`src/rtl/spi_flash_reader.sv`:
```
// Read-only SPI flash bridge: turns 32-bit bus word reads into single-bit READ (0x03)
// transactions and returns the four received bytes as one little-endian word.
module spi_flash_reader #(
  parameter int unsigned CLK_DIV = 2,
  parameter int unsigned CS_GAP  = 4
) (
  input  logic        clk,
  input  logic        rst_n,
  input  logic        req_i,
  output logic        gnt_o,
  input  logic [31:0] addr_i,
  input  logic        we_i,
  output logic        rvalid_o,
  output logic [31:0] rdata_o,
  output logic        err_o,
  output logic        busy_o,
  output logic        spi_sck,
  output logic        spi_cs_n,
  output logic        spi_mosi,
  input  logic        spi_miso,
  output logic [1:0]  state_dbg
);

  // Bus handshake: a request is accepted on the rising edge where req_i && gnt_o;
  // exactly one rvalid_o pulse follows per accepted request, and gnt_o stays low
  // until that response and the CS gap have completed.
  typedef enum logic [1:0] {IDLE = 2'd0, SHIFT = 2'd1, RESP = 2'd2, GAP = 2'd3} state_t;

  localparam int unsigned GAP_W = (CS_GAP > 1) ? $clog2(CS_GAP) : 1;

  state_t           state;
  logic [31:0]      tx_sr;
  logic [31:0]      rx_sr;
  logic [6:0]       bit_cnt;
  logic [7:0]       div_cnt;
  logic [GAP_W-1:0] gap_cnt;
  logic [31:0]      tx_load;

  assign tx_load   = {8'h03, addr_i[23:2], 2'b00};
  assign gnt_o     = req_i && (state == IDLE) && rst_n;
  assign busy_o    = (state != IDLE);
  assign state_dbg = state;

  always_ff @(posedge clk or negedge rst_n) begin
    if (!rst_n) begin
      state    <= IDLE;
      tx_sr    <= '0;
      rx_sr    <= '0;
      bit_cnt  <= '0;
      div_cnt  <= '0;
      gap_cnt  <= '0;
      spi_sck  <= 1'b0;
      spi_cs_n <= 1'b1;
      spi_mosi <= 1'b0;
      rvalid_o <= 1'b0;
      err_o    <= 1'b0;
      rdata_o  <= '0;
    end else begin
      case (state)
        IDLE: begin
          if (req_i) begin
            if (we_i) begin
              state    <= RESP;
              rvalid_o <= 1'b1;
              err_o    <= 1'b1;
              rdata_o  <= '0;
            end else begin
              tx_sr    <= tx_load;
              spi_mosi <= tx_load[31];
              spi_cs_n <= 1'b0;
              div_cnt  <= '0;
              bit_cnt  <= '0;
              state    <= SHIFT;
            end
          end
        end
        SHIFT: begin
          if (div_cnt == 8'(CLK_DIV - 1)) begin
            div_cnt <= '0;
            spi_sck <= ~spi_sck;
            if (!spi_sck) begin
              // Rising edge: only the last 32 bits carry flash data.
              bit_cnt <= bit_cnt + 7'd1;
              if (bit_cnt >= 7'd32) rx_sr <= {rx_sr[30:0], spi_miso};
            end else begin
              tx_sr    <= {tx_sr[30:0], 1'b0};
              spi_mosi <= tx_sr[30];
              if (bit_cnt == 7'd64) begin
                state    <= RESP;
                spi_cs_n <= 1'b1;
                rvalid_o <= 1'b1;
                err_o    <= 1'b0;
                rdata_o  <= {rx_sr[7:0], rx_sr[15:8], rx_sr[23:16], rx_sr[31:24]};
              end
            end
          end else begin
            div_cnt <= div_cnt + 8'd1;
          end
        end
        RESP: begin
          rvalid_o <= 1'b0;
          err_o    <= 1'b0;
          rdata_o  <= '0;
          gap_cnt  <= '0;
          state    <= GAP;
        end
        GAP: begin
          if (gap_cnt == GAP_W'(CS_GAP - 1)) state <= IDLE;
          else gap_cnt <= gap_cnt + 1'b1;
        end
        default: state <= IDLE;
      endcase
    end
  end

endmodule
```
`config.mk`:
```
export PLATFORM = sky130hd
export DESIGN_NAME = spi_flash_reader
export DESIGN_NICKNAME = d
export VERILOG_FILES = /design/src/rtl/spi_flash_reader.sv
export SDC_FILE = /design/constraint.sdc
export NUM_CORES = 1
export LEC_CHECK = 0
export CAP_MARGIN = 30
export CORE_AREA = 2 2 147 135
export CTS_BUF_LIST = sky130_fd_sc_hd__clkbuf_2
export DETAILED_ROUTE_END_ITERATION = 8
export DIE_AREA = 0 0 149 137
export DONT_BUFFER_PORTS = 1
export GPL_TIMING_DRIVEN = 0
export HOLD_SLACK_MARGIN = 0.02
export PLACE_DENSITY = 0.5
export SLEW_MARGIN = 20
export SYNTH_ARGS = -nofsm -noshare
export SYNTH_HDL_FRONTEND = slang
export SYNTH_SLANG_ARGS = --single-unit
```
`constraint.sdc`:
```
create_clock -name clk -period 5.6 [get_ports clk]
set_clock_uncertainty 0.15 [all_clocks]
set_input_delay 0.28 -clock clk [delete_from_list [all_inputs] [get_ports clk]]
set_output_delay 0.28 -clock clk [all_outputs]
set_load 0.1 [all_outputs]
```
==> impl_metrics.toml <==
[yosys]
syn_area_per_cell_um2 = 10.2
synth_cell_type_count = 46
yosysTopAreaCell = "dfrtp_1"
synth_seq_cells = 117
synth_edf_count = 0
synthesis.area_um2 = 5580
async_reset_ff_share_pct = 100
ys.flop_type = "dfrtp_1"
syn_nets = 591
yosys_warnings = 0
syn_inst = 544
yosys.area.top_type_share_pct = 52.1
ys_seq_area_share_pct = 52.5
netlist_top_cells_area = "dfrtp_1 (52%), mux2_2 (6.9%), nand3_1 (5.9%)"

[drt]
first_pass_iters = 5
dr_total_vias = 4446
wl_per_cell_um = 16.5
drt_iter0_markers = 388
drc_errors = 0
ant_nets = 0
wl_um = 14200
vias_per_cell = 5.17

[sta]
worst_pin_slew_ns = 0.996
max_slew_margin_pct = 33.6
min_period_over_period_pct = 77.1
slew_viol_final = 0
timing.hold.ws_ns = 0.0450
rsz0062_at_grt = "false"
period_minus_slack_ns = 4.32
finalSetupViolations = 0
finalHoldViolations = 0
max_clock_freq_mhz = 231
finalSetupTns_ns = 0

[clocking]
htree_levels = 4
clkLatencyLatePin_ns = 0.69
cts-hold-fix-buffers = 31
numClockSinks = 117
cts_setup_buffers = 0
clockBufferDepth = 2
ctsResizeCount = 0
cts_buffers = 17
tritoncts = "yes"
clk_pin_slew_worst_paths_ns = 0.18
root_buffer = "clkbuf_2"

[power]
power_frac_comb_pct = 37.1
power.density_nw_per_um2 = 422
power.share.clock_pct = 21.5
p_sw_mw = 1.22
switching_share_pct = 44.6
vdd_drop_max_uv = 316
internal-power_mw = 1.52
p_leak_nw = 2.88
power_frac_seq_pct = 41.4

[worst_setup_path]
critPathArrivalTime_ns = 4.80
crit_type = "reg2reg"
end_kind = "flip-flop"
crit_buf_inv = 5
reg2regPathDepth = 10
cp_cell_sequence = "inv_1 > ha_1 > clkbuf_1 > and3b_1 > clkbuf_1 > nor2_1 > clkbuf_1 > o21ai_0 > o21ai_0 > dlygate4sd3_1"
cpMostUsedCell = "clkbuf_1"
slowest_stage = "dfrtp_1"
cp-startpoint = "state_dbg[1]"
cp.required_ns = 6.08
worstReg2RegStart = "state_dbg[1]"
path_depth = 10
start_kind = "flip-flop"
cpLargestDelayFamily = "buffers and inverters"
cp_max_fo = 10
cpPeakStageDelay_ns = 1.02

[placed_design]
port_buffers = 0
placed_cell_area_um2 = 5920
hpwl_um = 9580
gp_congestion = 0.814

[floorplan]
die_h_um = 137
fp.dieW_um = 149
placeableCoreArea_um2 = 18900
rows = 48
die_area_um2 = 20400
ios = 78
start_util_pct = 29.6

[grt]
gr-usage-met2_pct = 21.9
globalRouteMet1Util_pct = 20.2
grt_pass1_vias = 4454
antenna_found_initial = 1
overflow = 0
grt_usage_pct = 14.7
grt_pass1_wl_um = 23600
met3_usage_pct = 4.07
grt.busiest_layer = "met2"
grt_max_degree = 118

[finish]
mostFrequentLayoutCells = "dfrtp_1 (116), nand3_1 (66), nand2_1 (51), o21ai_0 (50), mux2_2 (34)"
drive_above_1_share_pct = 12.6
fin_nets = 643
final_common_cell = "dfrtp_1"
final_area_um2 = 6500
synthToLayoutAreaGrowth_pct = 16.6

[outcome]
status = "finished, final reports clean"

[min_path]
hp-class = "in2async"

[job]
maxCapViolCount = 0
-- cell type report --
class / count / area [µm²]
diodes: 1 / 2.50
plain buffers: 40 / 155
clock buffers: 18 / 90.1
clock inverters: 14 / 161
fillers: 1926 / 12400
inverters: 12 / 45.0
multi-input cells: 375 / 2450
flip-flops and latches: 117 / 2930
well taps: 250 / 313
repair buffers: 33 / 360
-- power groups by stage --
stage / Sequential [mW] / Clock (mW) / Combinational [mW]
3_5_place_dp: 1.15 / 0 / 0.944
3_3_place_gp: 1.17 / 0 / 0.875
6_report: 1.14 / 0.590 / 1.02
4_1_cts: 1.14 / 0.610 / 1.02
2_1_floorplan: 1.15 / 0 / 0.667
5_1_grt: 1.16 / 0.654 / 1.13
-- per-layer routing --
metal	up-vias	part of all wire, %
met4	0	1.6
met5	-	0
met2	92	45
li1	2086	-
met1	2253	48
met3	15	5.2
-- path summary, 6_finish.rpt --
| check | slack (ns) | end |
|---|---|---|
| min in group clk | 0.18 | rx_sr[0] |
| worst min-delay path | 0.04 | tx_sr[16] |
| max in group asynchronous | 4.73 | div_cnt[5] |
| worst max-delay path | 1.28 | tx_sr[3] |
| worst max register to register | 1.28 | tx_sr[3] |
| worst min register to register | 0.38 | tx_sr[26] |
-- registers in the layout, indices dropped and copies added (netlist names), 2 cells and up --
register / cells
state_dbg: 2
rdata_o: 32
div_cnt: 8
gap_cnt: 2
tx_sr: 29
rx_sr: 32
bit_cnt: 7
-- logic make-up after synthesis --
family                   count (synthesis)  synth area share (%)
multiplexers                            60                  11.6
buffers and inverters                   52                  3.59
XOR/XNOR                                 7                  1.10
adder cells (fa/ha/maj)                 10                  2.24
flip-flops                             117                  52.5
AND/OR/NAND/NOR                        204                  18.2
AO/OA/AOI/OAI                           94                  10.7
-- synth_stat cells (all sizes together), types with 8 or more instances --
master / number
dfrtp: 116
inv: 11
ha: 10
buf: 10
mux2i: 25
nand3: 66
clkbuf: 30
nor3: 8
a21oi: 10
nor2: 26
o21ai: 50
nand2: 51
a221o: 9
mux2: 35
nand4: 33
-- stage by stage --
step                std cells  total power, mW  worst slack, ns  util (%)
floorplan                 544             1.82             2.35         -
finish                    860             2.75             1.28      34.5
global placement          794             2.05             1.69      31.2
CTS                       859             2.76             1.31      34.5
detailed placement        796             2.10             1.69      31.4
global route              860             2.94            0.933      34.5
-- worst reg2reg max path, stage by stage (launching register included) --
cell	delay [ns]
dfrtp_1	1.02
inv_1	0.26
ha_1	0.26
clkbuf_1	0.21
and3b_1	0.24
clkbuf_1	0.18
nor2_1	0.63
clkbuf_1	0.50
o21ai_0	0.18
o21ai_0	0.09
dlygate4sd3_1	0.56
(Power assumes the default switching activity.)
